==> src/rtl/uart_pkg.sv <==
// uart_pkg: shared types and helpers for the framed UART receiver.
//   rx_state_e  : receiver FSM state encoding
//   PAR_*       : parity mode constants (none / odd / even)
//   parity_bit  : expected parity bit for a data word under a given mode
package uart_pkg;

    typedef enum logic [2:0] {
        ST_IDLE   = 3'd0,
        ST_START  = 3'd1,
        ST_DATA   = 3'd2,
        ST_PARITY = 3'd3,
        ST_STOP   = 3'd4
    } rx_state_e;

    localparam logic [1:0] PAR_NONE = 2'd0;
    localparam logic [1:0] PAR_ODD  = 2'd1;
    localparam logic [1:0] PAR_EVEN = 2'd2;

    // data_xor is the XOR-reduction of the data bits; the result is the
    // parity bit a correct transmitter would send in that mode.
    function automatic logic parity_bit(input logic [1:0] mode, input logic data_xor);
        logic bit_s;
        case (mode)
            PAR_ODD:  bit_s = ~data_xor;
            PAR_EVEN: bit_s = data_xor;
            default:  bit_s = 1'b0;
        endcase
        return bit_s;
    endfunction

endpackage

==> src/rtl/uart_rx_fifo.sv <==
// uart_rx_fifo: show-ahead word FIFO with valid/ready pop.
//   clk_i, rst_ni   : clock, async active-low reset
//   push_i          : write push_data_i this cycle
//   pop_ready_i     : consumer takes the head when valid_o is high
//   head_o          : head word (zero while empty)
//   valid_o         : FIFO not empty
//   overrun_o       : one-cycle pulse when a push is dropped because full
module uart_rx_fifo #(
    parameter int WIDTH = 10,
    parameter int DEPTH = 4
) (
    input  logic             clk_i,
    input  logic             rst_ni,
    input  logic             push_i,
    input  logic [WIDTH-1:0] push_data_i,
    input  logic             pop_ready_i,
    output logic [WIDTH-1:0] head_o,
    output logic             valid_o,
    output logic             overrun_o
);

    localparam int AW = $clog2(DEPTH);

    logic [AW:0]      wr_ptr_q, wr_ptr_d;
    logic [AW:0]      rd_ptr_q, rd_ptr_d;
    logic [WIDTH-1:0] mem_q [DEPTH];
    logic             overrun_q, overrun_d;
    logic             empty_s, full_s, pop_s, wr_en_s;

    // Extra pointer MSB distinguishes full from empty when the indices match.
    assign empty_s = (wr_ptr_q == rd_ptr_q);
    assign full_s  = (wr_ptr_q[AW] != rd_ptr_q[AW]) &&
                     (wr_ptr_q[AW-1:0] == rd_ptr_q[AW-1:0]);
    assign pop_s   = !empty_s && pop_ready_i;
    // A simultaneous pop frees the head slot, so a push while full still lands.
    assign wr_en_s = push_i && (!full_s || pop_s);

    // Pointer advance and drop detection.
    always_comb begin
        wr_ptr_d  = wr_ptr_q;
        rd_ptr_d  = rd_ptr_q;
        overrun_d = push_i && full_s && !pop_s;
        if (wr_en_s) begin
            wr_ptr_d = wr_ptr_q + {{AW{1'b0}}, 1'b1};
        end else begin
            wr_ptr_d = wr_ptr_q;
        end
        if (pop_s) begin
            rd_ptr_d = rd_ptr_q + {{AW{1'b0}}, 1'b1};
        end else begin
            rd_ptr_d = rd_ptr_q;
        end
    end

    // Pointer and overrun-pulse registers.
    always_ff @(posedge clk_i or negedge rst_ni) begin
        if (!rst_ni) begin
            wr_ptr_q  <= {(AW+1){1'b0}};
            rd_ptr_q  <= {(AW+1){1'b0}};
            overrun_q <= 1'b0;
        end else begin
            wr_ptr_q  <= wr_ptr_d;
            rd_ptr_q  <= rd_ptr_d;
            overrun_q <= overrun_d;
        end
    end

    // Storage array.
    always_ff @(posedge clk_i or negedge rst_ni) begin
        if (!rst_ni) begin
            for (int i = 0; i < DEPTH; i++) begin
                mem_q[i] <= {WIDTH{1'b0}};
            end
        end else if (wr_en_s) begin
            mem_q[wr_ptr_q[AW-1:0]] <= push_data_i;
        end
    end

    // Show-ahead head; forced to zero while empty so stale slots never leak out.
    always_comb begin
        if (empty_s) begin
            head_o = {WIDTH{1'b0}};
        end else begin
            head_o = mem_q[rd_ptr_q[AW-1:0]];
        end
    end

    assign valid_o   = !empty_s;
    assign overrun_o = overrun_q;

endmodule

==> src/rtl/uart_rx_framed.sv <==
// uart_rx_framed: parametrised UART receiver with word FIFO.
//   clk, rst_n   : clock, async active-low reset
//   rx           : raw serial line (idle high)
//   rx_data      : FIFO head word; rx_valid: FIFO not empty; rx_ready: pop
//   frame_err    : head word had a low stop bit
//   parity_err   : head word failed parity (0 when parity is disabled)
//   overrun      : one-cycle pulse when a finished word is dropped (FIFO full)
//   busy         : a frame is being received
module uart_rx_framed
    import uart_pkg::*;
#(
    parameter int CLKS_PER_BIT = 10416,
    parameter int DATA_BITS    = 8,
    parameter int PARITY       = 0,
    parameter int STOP_BITS    = 1,
    parameter int FIFO_DEPTH   = 4
) (
    input  logic                 clk,
    input  logic                 rst_n,
    input  logic                 rx,
    output logic [DATA_BITS-1:0] rx_data,
    output logic                 rx_valid,
    input  logic                 rx_ready,
    output logic                 frame_err,
    output logic                 parity_err,
    output logic                 overrun,
    output logic                 busy
);

    localparam int             TW        = $clog2(CLKS_PER_BIT);
    localparam int             FW        = DATA_BITS + 2;
    localparam logic [TW-1:0]  HALF_M1   = TW'(CLKS_PER_BIT / 2 - 1);
    localparam logic [TW-1:0]  FULL_M1   = TW'(CLKS_PER_BIT - 1);
    localparam logic [3:0]     LAST_DATA = 4'(DATA_BITS - 1);
    localparam logic [3:0]     LAST_STOP = 4'(STOP_BITS - 1);
    localparam logic [1:0]     PAR_MODE  = 2'(PARITY);

    logic                 rx_meta_q, rx_sync_q;
    rx_state_e            state_q, state_d;
    logic [TW-1:0]        timer_q, timer_d;
    logic [3:0]           bit_cnt_q, bit_cnt_d;
    logic [DATA_BITS-1:0] shift_q, shift_d;
    logic                 par_err_q, par_err_d;
    logic                 frm_err_q, frm_err_d;
    logic                 armed_q, armed_d;
    logic                 busy_q;
    logic                 sample_s, stop_err_s, push_s;
    logic [FW-1:0]        head_s;

    // Two-flop synchroniser; resets to the idle level so reset never looks like a start bit.
    always_ff @(posedge clk or negedge rst_n) begin
        if (!rst_n) begin
            rx_meta_q <= 1'b1;
            rx_sync_q <= 1'b1;
        end else begin
            rx_meta_q <= rx;
            rx_sync_q <= rx_meta_q;
        end
    end

    // The start bit is sampled half a bit in; every later sample is one full bit apart.
    assign sample_s = (state_q == ST_START) ? (timer_q == HALF_M1) : (timer_q == FULL_M1);

    // Next-state, bit timer, shift register and error accumulation.
    always_comb begin
        state_d    = state_q;
        timer_d    = timer_q + TW'(1);
        bit_cnt_d  = bit_cnt_q;
        shift_d    = shift_q;
        par_err_d  = par_err_q;
        frm_err_d  = frm_err_q;
        armed_d    = armed_q;
        push_s     = 1'b0;
        stop_err_s = frm_err_q | ~rx_sync_q;
        case (state_q)
            ST_IDLE: begin
                timer_d = {TW{1'b0}};
                // Seeing the line high re-arms after a framing error (break).
                if (rx_sync_q) begin
                    armed_d = 1'b1;
                end else if (armed_q) begin
                    state_d = ST_START;
                end else begin
                    state_d = ST_IDLE;
                end
            end
            ST_START: begin
                if (sample_s) begin
                    timer_d   = {TW{1'b0}};
                    bit_cnt_d = 4'd0;
                    par_err_d = 1'b0;
                    frm_err_d = 1'b0;
                    state_d   = rx_sync_q ? ST_IDLE : ST_DATA;
                end else begin
                    state_d = ST_START;
                end
            end
            ST_DATA: begin
                if (sample_s) begin
                    timer_d   = {TW{1'b0}};
                    shift_d   = {rx_sync_q, shift_q[DATA_BITS-1:1]};
                    bit_cnt_d = bit_cnt_q + 4'd1;
                    if (bit_cnt_q == LAST_DATA) begin
                        bit_cnt_d = 4'd0;
                        state_d   = (PAR_MODE != PAR_NONE) ? ST_PARITY : ST_STOP;
                    end else begin
                        state_d = ST_DATA;
                    end
                end else begin
                    state_d = ST_DATA;
                end
            end
            ST_PARITY: begin
                if (sample_s) begin
                    timer_d   = {TW{1'b0}};
                    par_err_d = (rx_sync_q != parity_bit(PAR_MODE, ^shift_q));
                    state_d   = ST_STOP;
                end else begin
                    state_d = ST_PARITY;
                end
            end
            ST_STOP: begin
                if (sample_s) begin
                    timer_d   = {TW{1'b0}};
                    frm_err_d = stop_err_s;
                    bit_cnt_d = bit_cnt_q + 4'd1;
                    if (bit_cnt_q == LAST_STOP) begin
                        push_s  = 1'b1;
                        state_d = ST_IDLE;
                        // A held-low break must produce only one word.
                        if (stop_err_s) begin
                            armed_d = 1'b0;
                        end else begin
                            armed_d = armed_q;
                        end
                    end else begin
                        state_d = ST_STOP;
                    end
                end else begin
                    state_d = ST_STOP;
                end
            end
            default: begin
                state_d = ST_IDLE;
            end
        endcase
    end

    // FSM and datapath registers.
    always_ff @(posedge clk or negedge rst_n) begin
        if (!rst_n) begin
            state_q   <= ST_IDLE;
            timer_q   <= {TW{1'b0}};
            bit_cnt_q <= 4'd0;
            shift_q   <= {DATA_BITS{1'b0}};
            par_err_q <= 1'b0;
            frm_err_q <= 1'b0;
            armed_q   <= 1'b1;
            busy_q    <= 1'b0;
        end else begin
            state_q   <= state_d;
            timer_q   <= timer_d;
            bit_cnt_q <= bit_cnt_d;
            shift_q   <= shift_d;
            par_err_q <= par_err_d;
            frm_err_q <= frm_err_d;
            armed_q   <= armed_d;
            busy_q    <= (state_d != ST_IDLE);
        end
    end

    uart_rx_fifo #(
        .WIDTH (FW),
        .DEPTH (FIFO_DEPTH)
    ) u_fifo (
        .clk_i       (clk),
        .rst_ni      (rst_n),
        .push_i      (push_s),
        .push_data_i ({stop_err_s, par_err_q, shift_q}),
        .pop_ready_i (rx_ready),
        .head_o      (head_s),
        .valid_o     (rx_valid),
        .overrun_o   (overrun)
    );

    assign rx_data    = head_s[DATA_BITS-1:0];
    assign parity_err = head_s[DATA_BITS];
    assign frame_err  = head_s[DATA_BITS+1];
    assign busy       = busy_q;

endmodule

==> config.mk <==
export PLATFORM = sky130hd
export DESIGN_NAME = uart_rx_framed
export DESIGN_NICKNAME = d
export VERILOG_FILES = /design/src/rtl/uart_pkg.sv /design/src/rtl/uart_rx_fifo.sv /design/src/rtl/uart_rx_framed.sv
export SDC_FILE = /design/constraint.sdc
export NUM_CORES = 1
export LEC_CHECK = 0
export CAP_MARGIN = 20
export CORE_MARGIN = 1
export CORE_UTILIZATION = 58
export DETAILED_ROUTE_END_ITERATION = 6
export PLACE_DENSITY_LB_ADDON = 0.2
export SLEW_MARGIN = 20
export SYNTH_ARGS = -nofsm -noshare
export SYNTH_HDL_FRONTEND = slang
export SYNTH_SLANG_ARGS = --single-unit
==> constraint.sdc <==
create_clock -name clk -period 2.69 [get_ports clk]
set_input_delay 0.269 -clock clk [delete_from_list [all_inputs] [get_ports clk]]
set_output_delay 0.269 -clock clk [all_outputs]
set_load 0.05 [all_outputs]
; After elaboration in Yosys (flattened, before gate mapping)
; Cells that the tools add are included.
[totals]
reg_bits = 82
input_bits = 4
output_inout_bits = 13
[classes]
add_sub_neg = 4
n_lt_le_gt_ge = 3
eq_ne = 18
muxes = 39
bitwise_logic = 4
n_reduce_logical = 23
[ops]
columns = op, n
row1 = bitwise mux 40 bit, 1
row2 = two-way mux 10 bit, 4
row3 = case mux 14 bit (2 select lines), 1
row4 = binary-select mux 10 bit (select 2 bit), 1
row5 = demux 10 bit (select 2 bit), 1
row6 = two-way mux 3 bit, 6
row7 = two-way mux 4 bit, 4
row8 = case mux 3 bit (5 select lines), 1
row9 = "adder 14 x 1 -> 14 bit, second input constant", 1
row10 = "== test 14 x 13 -> 1 bit, second input constant", 1
row11 = "== test 14 bit, second input constant", 1
row12 = two-way mux 14 bit, 1
row13 = "!= test 2 bit, second input constant", 7
row14 = two-way mux 1 bit, 13
row15 = case mux 4 bit (3 select lines), 1
row16 = "adder 3 x 1 -> 3 bit, second input constant", 2
row17 = "== test 3 x 2 -> 1 bit, second input constant", 2
row18 = "greater-or-equal comparator 3 bit, second input constant", 2
row19 = logical AND 1 bit, 6
row20 = NOT 2 -> 3 bit, 2
row21 = case mux 1 bit (2 select lines), 3
row22 = AND reduction 3 bit, 2
row23 = nonzero test 2 bit, 3
row24 = nonzero test 3 bit, 2
row25 = other kinds (19), 23

; Depth between registers and ports, before layout
; Gate-level depths: netlist (run 1).
[depth]
depth_word = 7
ltp_mapped = 8

; Hierarchy
; Synthesis (run 1) repeated with hierarchy kept, for this count alone.
[hier_totals]
cells_unflattened = 319
hier_area_um2 = 4139.0
[modules_own_cells]
columns = module, instances, cells_per_inst, area_each_um2
row1 = uart_rx_fifo, 1, 144, 2290.9
row2 = uart_rx_framed, 1, 175, 1848.0

; Worst setup path before layout (run 1)
; Ideal clock, no wire load.
[synth_path]
path_kind = register -> register
from = register timer_q[12]
to = register u_fifo.mem_q[10] in the netlist's numbering
setup_ns = 0.125
arrival_ns = 2.225
t_required_ns = 2.565
setup_slack_ns = 0.341
path_stages_with_launch = 7
synth_period_minus_slack_ns = 2.349
path_cell_list = dfrtp_1 nand4b_1 or4_1 buf_2 a2111oi_4 nand2_2 mux2_2
[synth_via]
elab_chain_len = 5
word_cells_on_any_way = 6
classes_between = 2 x eq/ne / 3 x mux / 1 x reduce/logical
[synth_lines]
columns = element, line_no
row1 = start: declaration, uart_rx_framed.sv:40  ; logic [TW-1:0] timer_q, timer_d;
row2 = start signal: assignment, uart_rx_framed.sv:153  ; timer_q <= {TW{1'b0}};
row3 = start signal: assignment, uart_rx_framed.sv:162  ; timer_q <= timer_d;
row4 = == test 14 bit or == test 14 x 13 -> 1 bit (tied branches), uart_rx_framed.sv:62  ; assign sample_s = (state_q == ST_START) ? (timer_q == HALF_M1) : (timer_q == FULL_M1);
row5 = two-way mux 1 bit (*), uart_rx_framed.sv:62
row6 = two-way mux 1 bit (*), uart_rx_framed.sv:123  ; if (sample_s) begin
row7 = two-way mux 1 bit (*), uart_rx_framed.sv:75  ; case (state_q)
row8 = logical AND 1 bit (*), uart_rx_fifo.sv:36  ; assign wr_en_s = push_i && (!full_s || pop_s);
row9 = end signal: indexed assignment, uart_rx_fifo.sv:72  ; mem_q[i] <= {WIDTH{1'b0}};
row10 = end signal: indexed assignment, uart_rx_fifo.sv:75  ; mem_q[wr_ptr_q[AW-1:0]] <= push_data_i;
row11 = end: declaration, uart_rx_fifo.sv:26  ; logic [WIDTH-1:0] mem_q [DEPTH];
; Every way passes the cells marked *; elsewhere a longest branch is shown, timed or not.
; A chain may end at the register's enable or synchronous reset.

; Final worst setup path (run 1)
[layout_path]
from = register timer_q[12]
to = register u_fifo.mem_q[28] in the netlist's numbering
; Same word-level chain as after synthesis.

==> impl_metrics.tcl, run 1 <==
set metrics [dict create \
    status "complete, but fails checks" \
    violations "DRC, hold timing" \
    cts.path.max_buffers 2 \
    synthTopCellsByArea "dfrtp_1 51%, mux2_2 14%, mux4_2 5.8%" \
    grt_usage_pct 22.50 \
    final_antenna_net_count 0 \
    fin_area_sq_um 4502 \
    cp_top_family "simple AND/OR/NAND/NOR gates" \
    p_per_area_nw_per_um2 618.1 \
    dp_hpwl_um 4668 \
    cap_violations 0 \
    yosysSeqAreaShare_pct 52.76 \
    end_kind "flip-flop" \
    drive_gt1_share_pct 33.53 \
    ys_warn_count 0 \
    critPathMaxStageDelay_ps 630 \
    critPathKind "reg -> reg" \
    cts_tree "built" \
    fp.dieH_um 83.96 \
    synth_edf_count 0 \
    critPathBufInv 1 \
    finalCriticalPeriod_ps 2435 \
    seq_power_share_pct 49.0 \
    worstPathCellList "nand4b_1 > or4_1 > a2111oi_4 > buf_4 > nand2_2 > mux2_2" \
    core_sq_um 6422 \
    synthFlopType "dfrtp_1" \
    ir_drop_v 0.0004733 \
    fin_skew_ps 9.454 \
    r2r-start "timer_q[12]" \
    antenna_found_initial 0 \
    ff2ff_setup_slack_ps 250 \
    ioPinCount 17 \
    crit_arrival_ps 2670 \
    syn2layout_area_growth_pct 15.54 \
    total_power_mw 2.783 \
    setup_viol 0 \
    drtPass1Iterations 6 \
    p_int_mw 1.975 \
    grt_max_degree 83 \
    fill_cells 455 \
    relSlewSlack_pct 51.91 \
    tightest_slew_ps 721.3 \
    h-tree-depth 3 \
    hp-class "in -> async" \
    hold_viol_final 79 \
    async_flop_share_pct 100.0 \
    whs_ps -50.17 \
    ys_seq_elements 82 \
    critPathSlowestCell "or4_1" \
    combPwrFrac_pct 17.8 \
    nNetsFinal 350 \
    critical_path.endpoint "u_fifo.mem_q[28]" \
    grt_remaining_overflow 0 \
    avgSynthCellArea_sq_um 12.65 \
    worstSkewPairLatency_ps 350 \
    p_clk_share_pct 33.2 \
    worstPathRequired_ps 2920 \
    grt_pass1_vias 2519 \
    wl_per_cell_um 16.34 \
    slew_viol_final 0 \
    syn_inst 308 \
    rows 29 \
    via_count 2426 \
    drcViolationCount 5 \
    synth.distinct_cells 48 \
    r2r_end "u_fifo.mem_q[28]" \
    n_antenna_cell 0 \
    syn-num-nets 320 \
    numPortBuffers 16 \
    tns_ps 0 \
    via_per_inst 5.776 \
    cp_max_fo 10 \
    crit_start "timer_q[12]" \
    postCtsSetupRepairBufs 0 \
    worstSetupPathDepth 6 \
    cts_resized 0 \
    reg2reg_depth 6 \
    placedInstanceArea_sq_um 4288 \
    fin_crit_sh_pct 90.53 \
    die-width_um 83.96 \
    start_util_pct 60.67 \
    cts_made_buffers 9 \
    yosysTopAreaCell "dfrtp_1" \
    grt_pass1_wl_um 12320 \
    die-area_sq_um 7049 \
    synth_top_area_share_pct 50.74 \
    sw_frac_of_total_pct 29.04 \
    fmax_mhz 410.6 \
    rsz0062_at_grt "no" \
    drt_wl_total_um 6863 \
    synth_area_sq_um 3896 \
    clk_pin_slew_ps 80 \
    leakage_nw 2.139 \
    clock_sinks 82 \
    gp_congestion 0.8775 \
    root_buffer "clkbuf_8" \
    startpoint_type "flip-flop" \
    power_switching_uw 808.0 \
    cts.hold.buffers_added 0 \
    drt_iter0_drc 158 \
]
-- layer usage --
metal	GRT usage, %	share of wire [%]
met1	30.70	46
met2	36.36	50
met5	0	0
met4	10.19	2.3
met3	2.770	1.7
-- registers in the layout, indices dropped and copies added, names as in the netlist, 3 cells and up --
| name | flops |
|---|---|
| state_q | 3 |
| bit_cnt_q | 4 |
| timer_q | 14 |
| u_fifo.rd_ptr_q | 3 |
| u_fifo.wr_ptr_q | 3 |
| u_fifo.mem_q | 40 |
| shift_q | 8 |
-- metrics by stage --
step           worst slack (ps)  utilization (%)  std cells  hold slack (ps)
2_1_floorplan             340.7                -        308           -26.59
3_3_place_gp              325.8            66.76        404            346.7
3_5_place_dp              286.4            66.76        404            347.6
4_1_cts                   257.1            70.04        420            121.6
5_1_grt                   133.2            70.10        420            25.87
6_report                  254.8            70.10        420           -50.17
-- power groups by stage --
stage | combinational [mW] | sequential (mW) | clock (mW)
after global placement | 0.490 | 1.39 | 0
after CTS | 0.506 | 1.36 | 0.945
after detailed placement | 0.503 | 1.39 | 0
final | 0.496 | 1.36 | 0.923
after global routing | 0.559 | 1.38 | 0.984
after floorplan | 0.343 | 1.39 | 0
-- layout make-up --
type                       instances  area, sq um  share of cell area [%]
inverter                           8        30.03                  0.6670
multi-input combinational        209         1760                   39.11
sequential                        82         2056                   45.66
clock inverter                     6        72.57                   1.612
clock buffer                      10        137.6                   3.057
timing repair buffer              28        349.1                   7.754
tap                               77        96.34                   2.140
-- Yosys cell counts (all sizes together) (6+ instances only) --
cell and instances:
xnor2 12, mux4 10, mux2 50, nor2 26, dfrtp 79, nand3 8, a21oi 6, nand2 21
xor2 8, ha 8, inv 8, and2 10
-- cells in the final DEF, fill, tap and decap left out, types with 4 or more instances in the layout --
cell type	instances
dfrtp_1	79
mux2_2	50
nor2_1	26
nand2_1	17
buf_4	13
xnor2_1	12
mux4_2	10
and2_1	10
clkbuf_8	10
buf_12	10
xor2_1	8
inv_1	8
nand3_1	8
ha_1	8
nor2b_1	5
a21oi_1	5
o21ai_0	5
nand4_1	4
nand2_2	4
clkdlybuf4s50_1	4
-- how the worst min path moves through the flow --
stage,from,to,slack [ps],cells after the start
after global routing,rst_n,u_fifo.mem_q[21],30,1
after global placement,rx_meta_q,rx_sync_q,350,0
after floorplan,rst_n,bit_cnt_q[0],-30,0
final,rst_n,u_fifo.mem_q[31],-50,1
after detailed placement,rx_meta_q,rx_sync_q,350,0
after CTS,rst_n,u_fifo.mem_q[24],120,1
-- cells by family after synthesis --
group | after synthesis | synth area share, %
AND/OR/NAND/NOR | 94 | 12.62
multiplexers | 61 | 20.49
adder cells (fa/ha/maj) | 9 | 2.826
XOR/XNOR | 20 | 4.496
flip-flops | 82 | 52.76
AO/OA/AOI/OAI | 25 | 4.753
buffers and inverters | 17 | 2.055
Note: power is estimated with default switching activity, not from simulation.
==> inputs of run 2 (changes only) <==
Settings changed: PLACE_DENSITY set to 0.8, PLACE_DENSITY_LB_ADDON 0.2 to unset.
==> run 2 against run 1 <==
The run ends with hold timing left. Wire length grew 3.6%. Total power up 1.6%. Sequential power is essentially flat. Largest power group unchanged.
==> impl_metrics.tcl, run 2 (same netlist as run 1, synthesis figures left out) <==
set metrics [dict create \
    status "complete, but fails checks" \
    violations "hold timing" \
    hold_viol_final 79 \
    setup_viol 0 \
    core_sq_um 6422 \
    via_count 2431 \
    grt_remaining_overflow 0 \
    p_per_area_nw_per_um2 627.9 \
    startpoint_type "flip-flop" \
    cp_top_family "simple AND/OR/NAND/NOR gates" \
    end_kind "flip-flop" \
    cap_violations 0 \
    postCtsSetupRepairBufs 0 \
    critPathSlowestCell "or4_1" \
    ff2ff_setup_slack_ps 240 \
    die-width_um 83.96 \
    cts_tree "built" \
    sw_frac_of_total_pct 27.32 \
    whs_ps -45.41 \
    critPathKind "reg -> reg" \
    ioPinCount 17 \
    clk_pin_slew_ps 80 \
    nNetsFinal 349 \
    start_util_pct 60.67 \
    final_cell_mix "79 x dfrtp_1, 50 x mux2_2, 26 x nor2_1, 17 x nand2_1" \
    drcViolationCount 0 \
    cts_made_buffers 9 \
    worstPathCellList "nand4b_1 > or4_1 > a2111oi_4 > buf_4 > nand2_2 > mux2_2" \
    leakage_nw 2.141 \
    drtPass1Iterations 4 \
    top_register "u_fifo.mem_q" \
    fin_skew_ps 7.278 \
    drive_gt1_share_pct 33.04 \
    n_antenna_cell 0 \
    combPwrFrac_pct 17.5 \
    hp-class "in -> async" \
    layout.cells.non_filler 419 \
    antenna_found_initial 0 \
    r2r_end "u_fifo.mem_q[32]" \
    h-tree-depth 3 \
    fin_crit_sh_pct 90.96 \
    syn2layout_area_growth_pct 15.57 \
    crit_arrival_ps 2680 \
    grt_usage_pct 22.67 \
    fmax_mhz 408.7 \
    numPortBuffers 16 \
    relSlewSlack_pct 51.99 \
    r2r-start "timer_q[12]" \
    final_common_cell "dfrtp_1" \
    critPathBufInv 1 \
    rsz0062_at_grt "no" \
    grt_max_degree 83 \
    cts.hold.buffers_added 0 \
    reg_top3 "u_fifo.mem_q (40), timer_q (14), shift_q (8)" \
    power_switching_uw 772.4 \
    tightest_slew_ps 720.2 \
    reg2reg_depth 6 \
    crit_start "timer_q[12]" \
    wl_per_cell_um 16.97 \
    p_int_mw 2.055 \
    tns_ps 0 \
    grt_pass1_wl_um 12230 \
    cts_resized 0 \
    root_buffer "clkbuf_8" \
    drt_iter0_drc 111 \
    slew_viol_final 0 \
    dp.cells 403 \
    finalCriticalPeriod_ps 2447 \
    gp_congestion 0.8677 \
    via_per_inst 5.802 \
    cts.path.max_buffers 2 \
    critPathMaxStageDelay_ps 630 \
    critical_path.endpoint "u_fifo.mem_q[32]" \
    grt_pass1_vias 2583 \
    final_antenna_net_count 0 \
    cp_max_fo 10 \
    worstSkewPairLatency_ps 350 \
    fp.dieH_um 83.96 \
    largest_register_ffs 40 \
    seq_power_share_pct 48.3 \
    rows 29 \
    fill_cells 459 \
    dp_hpwl_um 4754 \
    ir_drop_v 0.0004234 \
    p_clk_share_pct 34.2 \
    clock_sinks 82 \
    die-area_sq_um 7049 \
    drt_wl_total_um 7109 \
    worstSetupPathDepth 6 \
    worstPathRequired_ps 2920 \
]
==> run 2: cell count changes in the layout (fill, tap and decap cells not counted) <==
cell	previous run	this run
buf_4	13	12
bufinv_16	1	2
clkbuf_1	0	1
clkinv_2	0	2
clkinv_4	2	0
inv_6	2	0
==> run 2: area by class of cell <==
class                      instances  area, sq um  area share, %
clock buffer                      11        141.4          3.140
clock inverter                     5        77.57          1.723
inverter                           8        30.03         0.6669
multi-input combinational        209         1760          39.09
sequential                        82         2056          45.65
tap                               77        96.34          2.139
timing repair buffer              27        341.6          7.585
==> run 2: worst min path at each step <==
stage                         start                to  slack, ps  depth (start not counted)
after CTS                     rst_n  u_fifo.mem_q[32]        110                          1
after global placement    rx_meta_q         rx_sync_q        350                          0
final                         rst_n  u_fifo.mem_q[32]        -50                          1
after global routing          rst_n  u_fifo.mem_q[21]          5                          1
after floorplan               rst_n      bit_cnt_q[0]        -30                          0
after detailed placement  rx_meta_q         rx_sync_q        350                          0
==> run 2: metrics by stage <==
stage	cell area [sq um]	setup slack (ps)	power, mW	hold slack, ps	util (%)
floorplan	3896	340.7	1.733	-26.59	-
global placement	4280	305.7	1.873	345.8	66.65
finish	4503	243.3	2.827	-45.41	70.11
global route	4503	74.72	2.968	5.363	70.11
CTS	4499	229.6	2.858	113.4	70.06
detailed placement	4280	233.9	1.887	347.2	66.65
==> run 2: routing by layer <==
| layer | routed length (um) | global-route usage [%] | vias up |
|---|---|---|---|
| li1 | - | - | 1150 |
| met1 | 3165 | 28.28 | 1228 |
| met2 | 3633 | 38.38 | 40 |
| met3 | 187 | 4.154 | 13 |
| met4 | 121 | 10.66 | 0 |
| met5 | 0 | 0 | - |
==> run 2: power groups by stage <==
stage / clock network, mW / registers (mW) / logic, mW
2_1_floorplan: 0 / 1.39 / 0.343
3_3_place_gp: 0 / 1.39 / 0.488
3_5_place_dp: 0 / 1.39 / 0.500
4_1_cts: 0.992 / 1.37 / 0.501
5_1_grt: 1.04 / 1.37 / 0.553
6_report: 0.966 / 1.37 / 0.496
